===== src/rtl/mult_stream_adapter.sv =====
// Stream front-end for the vdic signed multiplier: one op in flight,
// parity generation/checking and a status-tagged result record.
module mult_stream_adapter #(
  parameter int DATA_W         = 16,
  parameter int TIMEOUT_CYCLES = 255
) (
  input  logic                  clk,
  input  logic                  rst_n,
  input  logic                  in_valid,
  output logic                  in_ready,
  input  logic [DATA_W-1:0]     in_a,
  input  logic [DATA_W-1:0]     in_b,
  input  logic                  in_corrupt_a,
  input  logic                  in_corrupt_b,
  output logic [DATA_W-1:0]     dut_arg_a,
  output logic [DATA_W-1:0]     dut_arg_b,
  output logic                  dut_arg_a_parity,
  output logic                  dut_arg_b_parity,
  output logic                  dut_req,
  input  logic                  dut_ack,
  input  logic [2*DATA_W-1:0]   dut_result,
  input  logic                  dut_result_parity,
  input  logic                  dut_result_rdy,
  input  logic                  dut_arg_parity_error,
  output logic                  out_valid,
  input  logic                  out_ready,
  output logic [2*DATA_W-1:0]   out_result,
  output logic                  out_arg_err,
  output logic                  out_res_perr,
  output logic                  out_timeout,
  output logic                  busy
);

  typedef enum logic [1:0] {
    IDLE,
    REQ,
    WAIT_RES,
    OUT
  } state_t;

  localparam int CNT_W =
    (TIMEOUT_CYCLES < 1) ? 1 : $clog2(TIMEOUT_CYCLES + 1);
  localparam logic [CNT_W-1:0] CNT_LAST =
    CNT_W'(TIMEOUT_CYCLES - 1);

  state_t state;
  state_t state_nxt;
  logic [CNT_W-1:0] cnt;
  logic accept;
  logic capture;
  logic abort;
  logic expire;

  assign expire   = (TIMEOUT_CYCLES != 0) && (cnt == CNT_LAST);
  assign in_ready = (state == IDLE);
  assign busy     = (state != IDLE);

  always_comb begin
    state_nxt = state;
    accept    = 1'b0;
    capture   = 1'b0;
    abort     = 1'b0;
    unique case (state)
      IDLE: begin
        if (in_valid) begin
          accept    = 1'b1;
          state_nxt = REQ;
        end
      end
      REQ: begin
        // ack alone is not a completion, so expiry still aborts
        if (dut_ack && dut_result_rdy) begin
          capture   = 1'b1;
          state_nxt = OUT;
        end else if (expire) begin
          abort     = 1'b1;
          state_nxt = OUT;
        end else if (dut_ack) begin
          state_nxt = WAIT_RES;
        end
      end
      WAIT_RES: begin
        if (dut_result_rdy) begin
          capture   = 1'b1;
          state_nxt = OUT;
        end else if (expire) begin
          abort     = 1'b1;
          state_nxt = OUT;
        end
      end
      OUT: begin
        if (out_ready) state_nxt = IDLE;
      end
      default: state_nxt = IDLE;
    endcase
  end

  always_ff @(posedge clk or negedge rst_n) begin
    if (!rst_n) begin
      state <= IDLE;
    end else begin
      state <= state_nxt;
    end
  end

  always_ff @(posedge clk or negedge rst_n) begin
    if (!rst_n) begin
      cnt <= '0;
    end else if (accept) begin
      cnt <= '0;
    end else if (state == REQ || state == WAIT_RES) begin
      cnt <= cnt + 1'b1;
    end
  end

  always_ff @(posedge clk or negedge rst_n) begin
    if (!rst_n) begin
      dut_arg_a        <= '0;
      dut_arg_b        <= '0;
      dut_arg_a_parity <= 1'b0;
      dut_arg_b_parity <= 1'b0;
    end else if (accept) begin
      dut_arg_a        <= in_a;
      dut_arg_b        <= in_b;
      dut_arg_a_parity <= (^in_a) ^ in_corrupt_a;
      dut_arg_b_parity <= (^in_b) ^ in_corrupt_b;
    end
  end

  always_ff @(posedge clk or negedge rst_n) begin
    if (!rst_n) begin
      dut_req   <= 1'b0;
      out_valid <= 1'b0;
    end else begin
      dut_req   <= (state_nxt == REQ);
      out_valid <= (state_nxt == OUT);
    end
  end

  always_ff @(posedge clk or negedge rst_n) begin
    if (!rst_n) begin
      out_result   <= '0;
      out_arg_err  <= 1'b0;
      out_res_perr <= 1'b0;
      out_timeout  <= 1'b0;
    end else if (capture) begin
      out_result   <= dut_result;
      out_arg_err  <= dut_arg_parity_error;
      out_res_perr <= (^dut_result) ^ dut_result_parity;
      out_timeout  <= 1'b0;
    end else if (abort) begin
      out_result   <= '0;
      out_arg_err  <= 1'b0;
      out_res_perr <= 1'b0;
      out_timeout  <= 1'b1;
    end
  end

endmodule


===== config.mk =====
export PLATFORM = sky130hd
export DESIGN_NAME = mult_stream_adapter
export DESIGN_NICKNAME = d
export VERILOG_FILES = /design/src/rtl/mult_stream_adapter.sv
export SDC_FILE = /design/constraint.sdc
export NUM_CORES = 1
export LEC_CHECK = 0
export CAP_MARGIN = 20
export CORE_ASPECT_RATIO = 0.7
export CORE_MARGIN = 4
export CORE_UTILIZATION = 47
export DETAILED_ROUTE_END_ITERATION = 16
export PLACE_DENSITY_LB_ADDON = 0.12
export SETUP_SLACK_MARGIN = 0.15
export SKIP_CTS_REPAIR_TIMING = 1
export SYNTH_ARGS = -nofsm -noshare
export SYNTH_HDL_FRONTEND = slang
export SYNTH_SLANG_ARGS = --single-unit

===== constraint.sdc =====
create_clock -name clk -period 3.5 [get_ports clk]
set_input_delay 0.7 -clock clk [delete_from_list [all_inputs] [get_ports clk]]
set_output_delay 0.7 -clock clk [all_outputs]
set_load 0.005 [all_outputs]

Word-level counts from Yosys, hierarchy flattened --
Cells that the tools add are included.
Operators by class: add/subtract/negate cells 1, multipliers 0, divide/modulo/power cells 0, order comparisons 0, eq/ne operators 6, shifts and indexed selects 0, mux-type cells 26, bitwise logic cells 3, reductions and logical operators 9
Operator list (number):
- 32-bit 2-to-1 mux | 2
- 16-bit XOR reduction | 2
- 32-bit XOR reduction | 1
- 8-bit 2-to-1 mux | 2
- 2-bit 2-to-1 mux | 7
- 1-bit 2-to-1 mux | 12
- 8-bit by 1-bit adder with 8-bit output, second input constant | 1
- 8-bit equality test, second input constant | 1
- 2-bit case mux with 4 select lines | 1
- 2-bit equality test, second input constant | 3
- 2-bit nonzero test | 3
- 2-bit by 1-bit equality test with 1-bit output, second input constant | 2
- 1-bit case mux with 2 select lines | 2
- 1-bit XOR | 3
- 2-bit zero test | 1
- 1-bit logical AND | 1
- 1-bit logical OR | 1
Storage, ports and cells: bits in registers 81, latch bits 0, RAM bits 0, ROM bits 0, output and inout bits 73, logic and storage cells 57, memories 0

Logic depth before layout (Yosys ltp) --
Gate-level depths: netlist of run 1.
word-level depth 6, gate-level depth with buffers 8, gate-level depth less buffers 8

Least setup slack after synthesis of run 1 --
No wires, ideal clock.
kind input to register, start point input dut_result[17], end point register out_res_perr, setup time 0.121 ns, arrival time 1.884 ns, data required time 3.379 ns, path slack 1.495 ns, cell stages on the path 6, path buffers 0, cell sequence xor2_1 -> xnor2_1 -> xnor2_1 -> xnor3_1 -> xnor2_1 -> a22o_2
On the way: longest elaborated chain between the ends 3
RTL lines:
- start: declaration | line 21 | input logic [2*DATA_W-1:0] dut_result,
- 32-bit XOR reduction | line 149 | out_res_perr <= (^dut_result) ^ dut_result_parity;
- 1-bit XOR | line 149
- 1-bit 2-to-1 mux | line 146 | end else if (capture) begin
- end signal: assignment | line 149
- end: declaration | line 29 | output logic out_res_perr,
Every way passes these cells. A chain may end at the register's enable or synchronous reset.

Final worst setup path of run 1 --
start point register state[0], end point output busy
On the way: longest elaborated chain between the ends 1
RTL lines:
- start: declaration | line 46 | state_t state;
- start signal: assignment | line 102 | state <= state_nxt;
- 2-bit nonzero test | line 56 | assign busy = (state != IDLE);
- end: declaration | line 31 | output logic busy
Every way passes these cells.

==> results, run 1 <==
- The count of H-tree levels built during CTS is 3.
- The detailed router's first-iteration violation count is approximately 180.
- By area the synthesized netlist is led by sky130_fd_sc_hd__dfrtp_1 54%, sky130_fd_sc_hd__xnor2_1 12%, sky130_fd_sc_hd__nand2_1 11%.
- The repair_antennas step left the layout with diodes totalling 0.
- At the later pin of the worst-skew pair, clock insertion delay measures between 300 and 400 ps.
- The unique cell type count in the Yosys netlist is 26.
- Leaving out fill and tap cells, the most frequent cell in the layout is sky130_fd_sc_hd__clkdlybuf4s50_1.
- The final route contains ~3,000 vias.
- Registers take 2030 um^2.
- The count of standard-cell rows is 26.
- The first detailed-routing pass took 4 iterations.
- Setup repair after global routing left no endpoint under its margin.
- The overall die height is between 80 and 90 um.
- The power per unit of standard cell area is a little over 800 nW/um^2.
- The number of clock buffers added by TritonCTS is 9.
- The post-layout utilization of the core is between 70% and 80%.
- The logic gate share of total power is 44.3%.
- The count of pins over their slew limit was 0.
- The highest achievable clock rate is about 0.4 GHz.
- For the worst setup path, the data arrival time is 1800 ps.
- The port buffer count is 146.
- In the synthesized netlist the async set-or-reset flop fraction comes to between 90% and 100%.
- The hold violation total from the final report is 0.
- Counting every instance in the synthesized netlist gives 359.
- The classification of the worst-slack hold path is in2async.
- In the final layout, the multi-input gates occupy 1620 um^2.
- The longest clock path from root to sink contains 2 buffers.
- The most numerous cell on the critical path is sky130_fd_sc_hd__inv_1.
- The critical path buffer and inverter count is 3.
- The setup check on the worst reg-to-reg path leaves a slack of roughly 1400 ps.
- In the final design database the tool counted just under 600 nets.
- The simple-gate portion of the synthesized area is 13.9%.
- The net count after synthesis is 439.
- The final worst clock skew is 3.19 ps.
- Relative to the synthesized area, the layout overhead comes to 50.9%.
- After synthesis, the mean cell area works out to 10.4 um^2.
- The cell at the root of the clock tree is sky130_fd_sc_hd__clkbuf_16.
- Of the synthesized area, sequential elements account for 54.4%.
- Dividing the detail-routed via count by the number of cells gives 5.01.
- Setup violations remaining at the end of the flow were counted as 0.
- Global routing used 21.6% of the available tracks across all layers.
- The portion of synthesized area spent on multiplexers is less than 1%.
- For this configuration, the core starts out at a cell density of between 40 and 50%.
- Among all stages on the critical path, the largest delay is contributed by sky130_fd_sc_hd__clkdlybuf4s50_1.
- Per report_power, the sequential group accounts for 34.5% of the total.
- The type of element launching the critical path is a register.
- In this run the tightest slew margin relative to its limit is 36.3%.
- The cell accounting for the most synthesized area is sky130_fd_sc_hd__dfrtp_1.
- For the final routed database, the setup TNS stands at 0 ps.
- The capturing element type of the critical path is an output port.
- The CTS tree is done.
- The placer's final routability congestion estimate is 0.777.
- The global-route wire length before repair is 15.8 mm.
- The area fraction in compound gates after synthesis is a little over a tenth.
- The part of the total power dissipated in the clock network is 21.2%.
- The parity-gate share of the synthesized area counting xor and xnor cells is 16.3%.
- The arithmetic-cell share of the synthesized area counting full adders, half adders and majority gates is between 2 and 2.5%.
- The internal power contribution is 0.00320 W.
- The critical path is of the reg2out type.
- In this run the critical register-to-register path is launched from state[0].
- In this run the remaining antenna-violating nets after routing total 0.
- The via count of the first global-routing pass is 3,186.
- Hold timing on the final database bottoms out at a slack of slightly above 200 ps.
- STA puts the critical path data required time at roughly 2800 ps.
- Counting flops and latches in the post-synthesis netlist gives 81.
- The per-cell routed wire length is 16.3 um.
- The synthesized netlist occupies a cell area of 3730 um^2.
- The combinational family with the most area after synthesis is XOR/XNOR gates.
- The largest fanout on the critical path is 7.
- The number of antenna violations at the first check in global routing is 0.
- The end of the worst register-to-register path is dut_arg_a[2].
- Wires add up to 9.93 mm.
- In the routed design, unresolved DRC markers number 0.
- Timing analysis after detailed placement gives a worst setup slack of 888 ps.
- In this run, synthesis inferred 0 flip-flops with an integrated enable.
- The number of ports placed on the die boundary is 147.
- For this design the total switching power over the nets is around 0.0015 W.
- The run finished with clean final reports.
- The horizontal extent of the die is ~110 um.
- The static power due to leakage is roughly 2.5 nW.
- Counting cells, the worst reg-to-reg path comes to 6.
- The tool flagged a number of max-cap violations equal to 0.
- At the pin with the least slew margin, the transition time is 953 ps.
- The Yosys step of the flow raised 0 warnings.
- In the post-route analysis, the smallest setup slack over all paths is 1000 ps.
- Entering global routing, the biggest net connects 82 pins.
- The origin of the worst setup path is state[0].
- The share of total power consumed by net switching is 31.2%.
- The highest ir drop seen on vdd is 0.584 mV.
- The floorplan die area is roughly 9400 um^2.
- After layout, the minimum clock period comes to around 2500 ps.
- For this run the aggregate overflow at the end of global routing stands at 0.
- Clock tree synthesis found a total of 81 sinks.
- The filler cell count is 530.
- The library cells used most frequently in the layout, excluding fill and tap cells, are 145 x sky130_fd_sc_hd__clkdlybuf4s50_1, 105 x sky130_fd_sc_hd__nand2_1, 81 x sky130_fd_sc_hd__dfrtp_1, 52 x sky130_fd_sc_hd__xnor2_1, 32 x sky130_fd_sc_hd__a22o_1.
- Detailed placement finished with a half-perimeter wire length of ~7.2 mm.
- The clock transition time at the flip-flop clock pins of the worst setup and hold paths is 60 ps.
- The share of the clock period used by the worst path is a little under three quarters.
- The kind of cell with the highest combined delay along the critical path is buffers and inverters.
- The placeable core region is 7510 um^2.
- Traced cell by cell, the critical path runs through inv_1 > ha_1 > inv_1 > clkdlybuf4s50_1.
- The share of post-route cells with drive strength above 1 is between 4 and 5%.
- The largest incremental delay on the critical path is 520 ps.
- The synthesized design devotes to its leading area cell type 54.4% of total area.
- The most used flip-flop cell after synthesis is sky130_fd_sc_hd__dfrtp_1.
## flip-flops by register name, summed over array words and instances, names as in the netlist
signal,count
state,2
dut_req,1
cnt,8
out_arg_err,1
out_res_perr,1
out_result,32
out_valid,1
dut_arg_b,16
dut_arg_a_parity,1
out_timeout,1
dut_arg_b_parity,1
dut_arg_a,16
## worst register-to-register path, stage by stage, from the launching register on
cell and delay [ps]:
sky130_fd_sc_hd__dfrtp_1 450, sky130_fd_sc_hd__inv_1 110, sky130_fd_sc_hd__ha_1 280, sky130_fd_sc_hd__nand2_1 600, sky130_fd_sc_hd__buf_4 430, sky130_fd_sc_hd__nand2_1 90
sky130_fd_sc_hd__nand2_1 60
## how the worst max path moves through the flow
stage,end,slack (ps),depth (start not counted)
floorplan,out_res_perr,1500,6
global placement,out_res_perr,960,7
detailed placement,out_res_perr,890,7
CTS,busy,990,4
global route,busy,940,4
finish,busy,1000,4
## area by class of cell
class	count	area share (%)
Sequential cell	81	36.0
Multi-Input combinational cell	256	28.8
Timing Repair Buffer	151	27.0
Clock buffer	12	4.38
Tap cell	98	2.18
Clock inverter	3	1.16
Inverter	7	0.467
## cells in the mapped netlist, types with 4 or more instances
master and n:
sky130_fd_sc_hd__inv_1 7, sky130_fd_sc_hd__dfrtp_1 81, sky130_fd_sc_hd__clkbuf_1 11, sky130_fd_sc_hd__a22o_1 32, sky130_fd_sc_hd__nor2_1 10, sky130_fd_sc_hd__xor2_1 15
sky130_fd_sc_hd__xnor2_1 52, sky130_fd_sc_hd__buf_2 4, sky130_fd_sc_hd__ha_1 6, sky130_fd_sc_hd__a21oi_1 4, sky130_fd_sc_hd__o21ai_0 8, sky130_fd_sc_hd__nand2_1 105
sky130_fd_sc_hd__nand4_1 4
## layer usage
metal | global-route usage (%) | vias to the layer above | wire [um]
li1 | - | 1475 | -
met5 | 0 | - | 0
met4 | 6.41 | 0 | 104
met2 | 35.5 | 95 | 4640
met1 | 26.8 | 1467 | 4380
met3 | 8.30 | 11 | 806
## cells by family (layout without fill, tap and decap cells)
kind of cell	Yosys count	after routing
multiplexers	1	1
XOR/XNOR	68	68
flip-flops	81	81
AND/OR/NAND/NOR	129	129
adder cells (fa/ha/maj)	6	6
AO/OA/AOI/OAI	52	52
buffers and inverters	22	173
## metrics by stage
step                      area, um^2  power, W  instances
after floorplan                 3730   0.00254        359
after global placement          5290   0.00363        592
after detailed placement        5290   0.00369        592
after CTS                       5600   0.00472        607
after global routing            5630   0.00498        608
final                           5630   0.00466        608
## power by group through the flow
stage	clock network, W	logic, W	registers, W
2_1_floorplan	0	0.000926	0.00162
3_3_place_gp	0	0.00204	0.00159
3_5_place_dp	0	0.00208	0.00161
4_1_cts	0.00102	0.00210	0.00161
5_1_grt	0.00105	0.00226	0.00166
6_report	0.000989	0.00206	0.00161
Power figures use the tool's default switching activity.
==> run 2, diff against run 1 <==
--- a/config.mk
+++ b/config.mk
@@ -8,7 +8,7 @@
 export CAP_MARGIN = 20
 export CORE_ASPECT_RATIO = 0.7
 export CORE_MARGIN = 4
-export CORE_UTILIZATION = 47
+export CORE_UTILIZATION = 44
 export DETAILED_ROUTE_END_ITERATION = 16
 export PLACE_DENSITY_LB_ADDON = 0.12
 export SETUP_SLACK_MARGIN = 0.15
==> constraint.sdc (replaced) <==
create_clock -name clk -period 2.4 [get_ports clk]
set_input_delay 0.48 -clock clk [delete_from_list [all_inputs] [get_ports clk]]
set_output_delay 0.48 -clock clk [all_outputs]
set_load 0.005 [all_outputs]
==> run 2 against run 1 <==
Net effect: die area grew 6.2%; critical endpoint unchanged; clock skew grew 4.4 ps; sequential power grew 45%; largest cell class unchanged; worst setup slack lost 760 ps; combinational power grew 50%; largest power group unchanged; register-to-register slack lost 820 ps; routed wire length shrank 2.8%.
==> results, run 2 (synthesis results as in run 1) <==
- In this run the power density over the cells is 1230 nW/um^2.
- The endpoint required time on the critical path is approximately 1900 ps.
- The repair_antennas step left the layout with diodes totalling 0.
- The count of buffers added on input and output ports is ~150.
- The tightest min-delay check is of the in2async type.
- The highest ir drop seen on vdd is 0.721 mV.
- At the end of the flow, the number of nets in the layout was 589.
- Cell internal power was estimated by the tool at a little under 0.005 W.
- The number of remaining DRC errors is 0.
- The design draws 0.00705 W.
- The share of the clock period used by the worst path is 90.1%.
- The hold violation total from the final report was 0.
- The critical setup path kind is reg2out.
- The data arrival at the endpoint of the critical path is 1680 ps.
- The clock passes through at most 2 buffers.
- The setup total negative slack is 0 ps.
- The total length of routed wires is 9.65 mm.
- Counting tap cells, the placed design contains a total of between 500 and 600 instances.
- For this design the static power due to leakage is 2.59 nW.
- The number of clock buffers inserted by TritonCTS is 9.
- In this run the standard cell core region covers 8040 um^2.
- The number of setup violations in the final report is 0.
- Setup repair after global routing left no endpoint under its margin.
- The post-layout minimum cycle time is about 2200 ps.
- The largest fanout on the critical path is 7.
- The relative slew slack is 51.6%.
- The HPWL after detailed placement is a little under 7 mm.
- In the layout the commonest cells are 145 x sky130_fd_sc_hd__clkdlybuf4s50_1, 105 x sky130_fd_sc_hd__nand2_1, 80 x sky130_fd_sc_hd__dfrtp_1, 52 x sky130_fd_sc_hd__xnor2_1, 32 x sky130_fd_sc_hd__a22o_1.
- The final worst clock skew is between 7 and 8 ps.
- The cell area after placement is ~5300 um^2.
- Registers take 2030 um^2.
- The largest register by flop count is out_result.
- The part of the total power dissipated in the clock network is 23.2%.
- The number of antenna violations at the first check in global routing came to 0.
- The leading cell type in the layout, fill and taps excluded is sky130_fd_sc_hd__clkdlybuf4s50_1.
- The congestion estimate from routability-driven global placement came to 0.783.
- Global routing used 19.6% of the available tracks.
- The tree is rooted in a sky130_fd_sc_hd__clkbuf_16.
- STA classifies the critical path endpoint as an output port.
- The CTS tree is done.
- Measured along the y axis, the die boundary spans 85.0 um.
- CTS saw slightly above 80 sinks.
- The floorplan die area is 10,000 um^2.
- The total number of vias is 3,008.
- After detailed routing, the average wire length per cell comes to 15.7 um.
- Of the total power, registers draw between 30 and 40%.
- The number of search-and-repair iterations in the first detailed-routing pass is 4.
- The largest net degree at the start of global routing is 57.
- The logic gate share of total power is 43.8%.
- Of the total power, the share spent switching nets is a little over 30%.
- The global-route wire length before repair is 15.7 mm.
- The final instance count without filler cells is 615.
- The count of H-tree levels built during CTS is 3.
- Static timing analysis puts the maximum clock frequency at 0.463 GHz.
- Clock-pin slew was measured on the worst setup and hold paths at about 60 ps.
- The final worst hold slack is approximately 210 ps.
- The register with the most flip-flops in the layout has 32 of them.
- The per-cell via count in the routed design is 4.89.
- The area taken by multi-input logic gates is 1630 um^2.
- Relative to the synthesized area, the layout overhead comes to 53.3%.
- The run finished with clean final reports.
- The die is between 100 and 150 um wide.
- The worst setup path is launched from a register.
- The switching power is roughly 0.0022 W.
- The via count of the first global-routing pass is around 3,200.
- The largest registers in the layout are out_result (32), dut_arg_a (16), dut_arg_b (16).
- The number of ports placed on the die boundary is 147.
- The remaining global-route overflow is 0.
- The share of post-route cells with drive strength above 1 is 6.03%.
- The count of standard-cell rows is 27.
- The clock latency of the later-clocked register in the worst-skew pair is 330 ps.
- Once detail routing completed, the nets flagged for antenna violations numbered 0.
- For the pin with the worst max-slew slack, the measured transition is roughly 730 ps.
- The count of pins over their slew limit is 0.
- The detailed router finished its first iteration with 122 violations.
- The total non-filler cell area in the finished layout is 5710 um^2.
- The number of max-capacitance violations reported is 0.
- The starting density of the core is 46.4%.
- After filler insertion, the fill cell instance count of the layout stands at 622.
[run 2: cell types whose count changed in the layout (fill, tap and decap cells not counted), moves of 2 or more]
cell / before / now
sky130_fd_sc_hd__buf_4: 5 / 7
sky130_fd_sc_hd__clkbuf_8: 1 / 3
sky130_fd_sc_hd__clkbuf_1: 2 / 0
sky130_fd_sc_hd__buf_12: 0 / 2
[run 2: per-stage QoR]
| stage | utilization [%] | setup slack (ps) |
|---|---|---|
| 2_1_floorplan | - | 428 |
| 3_3_place_gp | 66.3 | 41.6 |
| 3_5_place_dp | 66.3 | 29.9 |
| 4_1_cts | 70.8 | 106 |
| 5_1_grt | 71.1 | 151 |
| 6_report | 71.1 | 239 |
[run 2: area by class of cell]
cell class,instances,share of cell area (%)
multi-input combinational,256,28.4
tap,101,2.21
inverter,7,0.460
sequential,81,35.5
clock buffer,12,4.66
timing repair buffer,154,27.0
clock inverter,4,1.71
[run 2: critical path, stage by stage (launching register included)]
cell and delay (ps):
sky130_fd_sc_hd__dfrtp_2 440, sky130_fd_sc_hd__inv_1 100, sky130_fd_sc_hd__ha_2 260, sky130_fd_sc_hd__inv_1 80, sky130_fd_sc_hd__clkdlybuf4s50_1 480
[run 2: power by group through the flow]
stage                     Sequential (W)  Combinational [W]  Clock (W)
final                            0.00233            0.00309    0.00163
after global routing             0.00241            0.00338    0.00173
after CTS                        0.00233            0.00309    0.00167
after detailed placement         0.00234            0.00306          0
after global placement           0.00232            0.00301          0
after floorplan                  0.00236            0.00135          0
[run 2: path summary, 6_finish.rpt]
check | start | endpoint | slack (ps) | cells past startpoint
max reg2reg | state[1] | out_result[3] | 560 | 6
min | rst_n | out_valid | 210 | 1
max | state[0] | busy | 240 | 4
max in group asynchronous | rst_n | out_result[14] | 1610 | 2
min reg2reg | dut_arg_b[6] | dut_arg_b[6] | 470 | 2
min in group clk | dut_arg_b[6] | dut_arg_b[6] | 470 | 2
[run 2: per-layer routing]
layer | global-route usage (%) | part of all wire [%]
met1 | 24.4 | 44
met2 | 30.2 | 46
met3 | 9.46 | 8.6
met4 | 6.17 | 1.2
met5 | 0 | 0
